--- config.mk ---
export PLATFORM = sky130hd
export DESIGN_NAME = instr_mem_loader
export DESIGN_NICKNAME = d
export VERILOG_FILES = /design/src/rtl/instr_mem_loader.sv
export SDC_FILE = /design/constraint.sdc
export NUM_CORES = 1
export LEC_CHECK = 0
export ABC_AREA = 1
export ABC_CLOCK_PERIOD_IN_PS = 1700
export CORE_ASPECT_RATIO = 0.9
export CORE_UTILIZATION = 54
export DETAILED_ROUTE_END_ITERATION = 6
export DONT_BUFFER_PORTS = 1
export PLACE_DENSITY = 0.72
export SYNTH_ARGS = -nofsm -noshare
export SYNTH_HDL_FRONTEND = slang
export SYNTH_SLANG_ARGS = --single-unit
--- constraint.sdc ---
create_clock -name clk -period 1.7 [get_ports clk]
set_input_delay 0.34 -clock clk [delete_from_list [all_inputs] [get_ports clk]]
set_output_delay 0.34 -clock clk [all_outputs]
set_load 0.05 [all_outputs]
--- src/rtl/instr_mem_loader.sv ---
// Purpose: byte-stream loader writing a little-endian program image into instruction memory; holds the core until done.
// Latency: mem_we pulses the cycle after the 4th byte of each word (>= 5 cycles/word); DONE/ERROR the cycle after the header.
// Backpressure: in_ready is low in WRITE, DONE and ERROR; the sender must hold its byte until in_ready returns.
module instr_mem_loader #(
  parameter int ADDR_WIDTH = 8,
  parameter int MAX_WORDS  = 256   // must not exceed 2**ADDR_WIDTH
) (
  input  logic                  clk,
  input  logic                  rst,        // asynchronous, active-low
  input  logic                  start,
  input  logic [7:0]            in_data,
  input  logic                  in_valid,
  output logic                  in_ready,
  output logic                  mem_we,
  output logic [ADDR_WIDTH-1:0] mem_addr,
  output logic [31:0]           mem_wdata,
  output logic                  core_hold,
  output logic                  load_done,
  output logic                  load_error,
  output logic [15:0]           word_count
);

  typedef enum logic [2:0] {
    S_HDR0, S_HDR1, S_DATA, S_WRITE, S_DONE, S_ERROR
  } state_t;

  state_t                r_state;
  state_t                w_next;
  logic [1:0]            r_byte_cnt;
  logic [15:0]           r_word_idx;
  logic [15:0]           r_word_count;
  logic [23:0]           r_wbuf;       // bytes 0..2 of the word being assembled
  logic [ADDR_WIDTH-1:0] r_mem_addr;
  logic [31:0]           r_mem_wdata;

  logic                  w_xfer;
  logic [15:0]           w_n;          // full word count as seen during the HDR1 transfer
  logic [15:0]           w_idx_inc;

  assign w_xfer    = in_valid && in_ready;
  assign w_n       = {in_data, r_word_count[7:0]};
  assign w_idx_inc = r_word_idx + 16'd1;

  // State register.
  always_ff @(posedge clk or negedge rst) begin
    if (!rst) r_state <= S_HDR0;
    else      r_state <= w_next;
  end

  // Next-state logic and state-decoded outputs.
  always_comb begin
    w_next     = r_state;
    in_ready   = 1'b0;
    mem_we     = 1'b0;
    load_done  = 1'b0;
    load_error = 1'b0;
    core_hold  = 1'b1;
    unique case (r_state)
      S_HDR0: begin
        in_ready = 1'b1;
        if (w_xfer) w_next = S_HDR1;
      end
      S_HDR1: begin
        in_ready = 1'b1;
        if (w_xfer) begin
          if (w_n == 16'd0)                 w_next = S_DONE;
          else if (w_n > 16'(MAX_WORDS))    w_next = S_ERROR;
          else                              w_next = S_DATA;
        end
      end
      S_DATA: begin
        in_ready = 1'b1;
        if (w_xfer && (r_byte_cnt == 2'd3)) w_next = S_WRITE;
      end
      S_WRITE: begin
        mem_we = 1'b1;
        if (w_idx_inc == r_word_count) w_next = S_DONE;
        else                           w_next = S_DATA;
      end
      S_DONE: begin
        load_done = 1'b1;
        core_hold = 1'b0;
        if (start) w_next = S_HDR0;
      end
      S_ERROR: begin
        load_error = 1'b1;
        if (start) w_next = S_HDR0;
      end
      default: w_next = S_HDR0;
    endcase
  end

  // Datapath: header capture, byte assembly, write address/data staging and counters.
  // Address/data are captured on the 4th byte so they are stable during WRITE and hold afterwards.
  always_ff @(posedge clk or negedge rst) begin
    if (!rst) begin
      r_byte_cnt   <= 2'd0;
      r_word_idx   <= 16'd0;
      r_word_count <= 16'd0;
      r_wbuf       <= 24'd0;
      r_mem_addr   <= '0;
      r_mem_wdata  <= 32'd0;
    end else begin
      unique case (r_state)
        S_HDR0: if (w_xfer) r_word_count <= {8'h00, in_data};
        S_HDR1: if (w_xfer) begin
          r_word_count <= w_n;
          r_word_idx   <= 16'd0;
          r_byte_cnt   <= 2'd0;
        end
        S_DATA: if (w_xfer) begin
          r_byte_cnt <= r_byte_cnt + 2'd1;
          if (r_byte_cnt == 2'd3) begin
            r_mem_addr  <= r_word_idx[ADDR_WIDTH-1:0];
            r_mem_wdata <= {in_data, r_wbuf};
          end else begin
            r_wbuf[{r_byte_cnt, 3'b000} +: 8] <= in_data;
          end
        end
        S_WRITE: r_word_idx <= w_idx_inc;
        S_DONE, S_ERROR: if (start) begin
          r_word_count <= 16'd0;
          r_word_idx   <= 16'd0;
          r_byte_cnt   <= 2'd0;
        end
        default: ;
      endcase
    end
  end

  assign mem_addr   = r_mem_addr;
  assign mem_wdata  = r_mem_wdata;
  assign word_count = r_word_count;

endmodule

=== After elaboration in Yosys (flattened, before gate mapping) ===
Index checks and enable logic that the tools add are counted.

* Bits in registers: 101

* Bitwise operators: 2
* Shift operators: 2
* Magnitude comparators: 1
* Add/sub/neg operators: 3
* Equality and inequality tests: 12
* Reductions and logical operators: 17
* Mux-type cells: 24

{| class="wikitable"
|+ Operator list
! operator !! number
|-
| one-hot mux 16 bit (3 select lines) || 2
|-
| two-way mux 16 bit || 4
|-
| bitwise mux 24 bit || 1
|-
| variable shift 8 x 7 -> 24 bit (first input constant) || 1
|-
| indexed part select 8 x 7 -> 24 bit || 1
|-
| two-way mux 3 bit || 7
|-
| adder 16 x 1 -> 16 bit (second input constant) || 1
|-
| equality test 16 bit || 1
|-
| > comparator 16 x 9 -> 1 bit (second input constant) || 1
|-
| logical NOT 16 bit || 1
|-
| AND reduction 4 bit || 4
|-
| one-hot mux 3 bit (5 select lines) || 1
|-
| AND reduction 3 bit || 3
|-
| nonzero test 3 bit || 3
|-
| != test 2 bit (second input constant) || 4
|-
| negation 5 -> 7 bit || 1
|-
| equality test 3 x 2 -> 1 bit (second input constant) || 2
|-
| equality test 3 bit (second input constant) || 2
|-
| two-way mux 2 bit || 3
|-
| one-hot mux 2 bit (3 select lines) || 1
|-
| two-way mux 1 bit || 5
|-
| equality test 3 x 1 -> 1 bit (second input constant) || 1
|-
| logical NOT 3 bit || 1
|-
| OR reduction 3 bit || 1
|-
| other kinds (7) || 9
|}

=== Longest topological paths before layout ===
* Word-level depth: 7
* Depth in mapped cells: 16

=== Worst setup path after synthesis ===
No wires, ideal clock.

* Kind: flip-flop to output port
* Start point: register r_state[1]
* End point: output core_hold
* Stages on the path, launching flop included: 5
* Slack: -448 ps
* Data arrival time: 1808 ps
* Data required time: 1360 ps
* Buffers on the path: 0
* Path through: dfrtp_1 -> nor2_1 -> inv_1 -> nor2_1 -> inv_1

* Cells in the longest elaborated chain, start to end: 2

{| class="wikitable"
|+ Ends and longest elaborated chain
! what !! RTL line !! source
|-
| start: declaration || 27 || <nowiki>state_t r_state;</nowiki>
|-
| start signal: assignment || 47 || <nowiki>else r_state <= w_next;</nowiki>
|-
| equality test 3 bit || 58 || <nowiki>unique case (r_state)</nowiki>
|-
| two-way mux 1 bit || 58 ||
|-
| end: declaration || 17 || <nowiki>output logic core_hold,</nowiki>
|}

No other way between the ends.

=== Worst setup path after layout ===
* Start point: register r_word_idx[1]
* End point: register r_state[1]

* Cells in the longest elaborated chain, start to end: 4

{| class="wikitable"
|+ Ends and longest elaborated chain
! what !! RTL line !! source
|-
| start: declaration || 30 || <nowiki>logic [15:0] r_word_idx;</nowiki>
|-
| start signal: assignment || 120 || <nowiki>S_WRITE: r_word_idx <= w_idx_inc;</nowiki>
|-
| adder 16 x 1 -> 16 bit || 42 || <nowiki>assign w_idx_inc = r_word_idx + 16'd1;</nowiki>
|-
| equality test 16 bit || 77 || <nowiki>if (w_idx_inc == r_word_count) w_next = S_DONE;</nowiki>
|-
| two-way mux 3 bit || 77 ||
|-
| one-hot mux 3 bit (5 select lines) || 58 ||
|}

No other way between the ends.
A chain may end at the register's enable or synchronous reset.

==> results by group <==
Clock tree
  • Reg clk slew, reported paths: 0.11 ns
  • Clk Latency, worst-skew pair: 0.38 ns
  • Root Buffer: clkbuf_8
  • CTS tree: yes
  • CTS Buffer Depth: 2
  • Clock sinks: 101
  • Total CTS buffers: 9
  • H-tree levels: 3

Setup path
  • Critical path startpoint: r_word_idx[1]
  • Crit-path slowest cell: dfrtp_1
  • Worst Setup End Kind: flop
  • Top delay family on crit path: simple AND/OR/NAND/NOR gates
  • Worst EP required: 1.97 ns
  • Slowest Stage Delay on Critical Path: about 0.45 ns
  • Critical Path, Cell by Cell: buf_6 > nand2_4 > nor2_4 > nand4_1 > nand2_4 > nor2_2 > nor2_1 > nand2_1 > nor2_2 > nand3_1 > nand2_1 > nand2_1 > nand2_1 > nand2_1
  • Critical Path Source Type: flop
  • Worst r2r src: r_word_idx[1]
  • Most frequent CP cell: nand2_1
  • Critical-path maximum fanout: 8
  • WS Path Type: flop to flop
  • Crit path DAT: roughly 2.3 ns
  • Crit path buf inv count: 1

STA
  • WHS: -0.363 ns
  • Skew final: 0.0150 ns
  • Final period util: 118%
  • Minimum clock period: approximately 2 ns
  • RSZ-0062 raised after global routing: yes
  • Worst slew margin: ~62%
  • Fmax: 500 MHz
  • Worst slew pin tran: ~0.57 ns
  • Pins Over Slew Limit: 0
  • Setup TNS: -11.41 ns
  • Final setup fails: 88
  • Hold Violations, Final: 101
  • Worst setup margin: -0.298 ns

Floorplan
  • Die X: roughly 100 um
  • Initial Util: 56.7%
  • Die footprint: 9500 um2
  • Std-Cell Rows: 32
  • I/O Pins: 73
  • Die height: between 90 and 100 um
  • Core Footprint: 8690 um2

Layout
  • Cell area after layout: a little over 7000 um2
  • Multi-input gate area: ~2600 um2
  • Fill cells: 491
  • Register Area: 2530 um2
  • Layout cell share with drive strength beyond 1: between 30% and 40%
  • Layout Nets: 734
  • N_diodes: 0
  • Fin util: 81.5%
  • Area Overhead vs Synth: 43.9%

Outcome
  • Status: finished with violations
  • Failing checks: negative hold slack, negative setup slack

GRT
  • Gr ovfl total: 0
  • First-pass GRT wire length: 21200 um
  • Initial antenna violation count: 0
  • Vias in the first global route: between 4000 and 5000
  • All-layer global routing usage: 29.4%
  • Largest net degree at the start of global routing: about 100

Placement
  • DP HPWL: 8710 um
  • Port bufs: 0
  • Dpl cell area: 5590 um2
  • Final GP Congestion: 0.892

Detailed routing
  • Drt drc: 0
  • Routed length per instance: about 21 um
  • Via density: 6.14
  • Drt first pass iters: 7
  • Total routed wirelength: 18000 um
  • Via count: 5154
  • DR iter-0 viols: 510
  • Routed Antenna Nets: 0

Power and ir drop
  • Pint: 4.79 mW
  • Leakage: 3.32 nW
  • Peak supply drop: between 1.5 and 2 mV
  • Register share of total power: 33.5%
  • Overall Power: 8.35 mW
  • NetSw: roughly 3.6 mW
  • Switching part of the total: 42.6%
  • Combinational share of power: 47.6%
  • Power share of the clock group: 18.9%
  • Power per cell area: 1180 nW/um2

Yosys
  • Mean Syn Cell Area: 8.14 um2
  • Distinct cell type count after synthesis: 28
  • Area contributors post-synth: dfrtp_1, nand2_1, o21ai_0
  • Synthesized net count: 623
  • Yosys top cell by area: dfrtp_1
  • Mapped Cells: just over 600
  • Synth top area share: 51.3%
  • Synth Cell Area: 4920 um2
  • Sequential-to-total area share from yosys stat: between 50% and 60%
  • Synthesis Warnings: 0
  • Synthesized flop and latch total: 101

Job
  • Max Cap Violations: 0

Worst hold path
  • Hold Path Class: input pin to asynchronous set/reset pin
## state kept, by name, summed over array words and instances (netlist names)
signal,flops
r_wbuf,24
r_byte_cnt,2
mem_addr,8
mem_wdata,32
word_count,16
r_state,3
r_word_idx,16
## per-stage QoR
stage	cells	setup WS (ns)
2_1_floorplan	605	-0.0228
3_3_place_gp	777	-0.298
3_5_place_dp	777	-0.250
4_1_cts	806	-0.156
5_1_grt	840	-0.432
6_report	840	-0.298
## timing repair
action	4_1_cts	5_1_grt
buffers inserted	13	16
endpoints found under the setup margin	35	105
pin swaps	11	25
hold endpoints to repair	101	101
resized for setup	40	220
cloned	1	21
## synthesized netlist by cell type
library cell / n
buf_4: 2
nand4_1: 26
nand2_1: 139
xor2_1: 1
nand3_1: 65
buf_2: 5
o21ai_1: 17
dfrtp_1: 101
ha_1: 6
nand2_2: 3
nor2_1: 28
inv_2: 5
nor3_1: 7
o21bai_1: 1
o21ai_2: 1
nor2_2: 5
o22ai_1: 8
xnor2_1: 1
nor3_4: 1
nor2_4: 6
nor3_2: 1
inv_1: 85
clkbuf_1: 10
a211oi_4: 1
nand4_4: 1
o31ai_1: 1
o21ai_0: 77
a21oi_2: 1
## power groups by stage
stage	logic [mW]	registers, mW	clock network, mW
2_1_floorplan	1.29	3.19	0
3_5_place_dp	2.54	2.81	0
5_1_grt	4.17	2.81	1.68
3_3_place_gp	2.50	2.81	0
4_1_cts	2.85	2.78	1.56
6_report	3.97	2.80	1.58
## metal layers
metal	vias to the layer above	global-route usage, %	routed length, um
li1	2215	-	-
met3	97	5.06	1680
met5	-	0	0
met1	2518	41.8	6870
met2	324	44.3	8480
met4	0	12.4	988
## cells in the final DEF, fill, tap and decap left out, types with 10 or more instances in the layout
master	Yosys	final
buf_4	2	66
buf_6	0	28
clkbuf_16	0	10
dfrtp_1	101	97
inv_1	85	81
nand2_1	139	94
nand2_2	3	35
nand2_4	0	13
nand3_1	65	40
nand3_2	0	22
nand4_1	26	26
nor2_1	28	18
nor2_4	6	17
o21ai_0	77	12
o21ai_1	17	49
o21ai_2	1	33
## final cells by class
| class | instances | share of cell area (%) |
|---|---|---|
| multi-input cells | 400 | 36.9 |
| clock buffers | 9 | 1.75 |
| clock inverters | 7 | 1.06 |
| inverters | 90 | 4.88 |
| well taps | 119 | 2.10 |
| flip-flops and latches | 101 | 35.8 |
| repair buffers | 114 | 17.6 |
## kinds of logic after synthesis
| logic type | synth area share [%] |
|---|---|
| AND/OR/NAND/NOR | 26.7 |
| AO/OA/AOI/OAI | 11.6 |
| buffers and inverters | 8.44 |
| flip-flops | 51.3 |
| adder cells (fa/ha/maj) | 1.52 |
| XOR/XNOR | 0.356 |
## worst paths after layout
kind                       slack (ns)  cells past startpoint             to
setup / recovery                -0.30                     14     r_state[1]
setup reg to reg                -0.30                     14     r_state[1]
hold reg to reg                  0.54                      2  mem_wdata[18]
min in group clk                 0.08                      2  word_count[1]
max in group asynchronous        1.90                      0     r_state[0]
hold / removal                  -0.36                      0    mem_addr[0]
No activity file was read; power rests on OpenSTA's default activity.
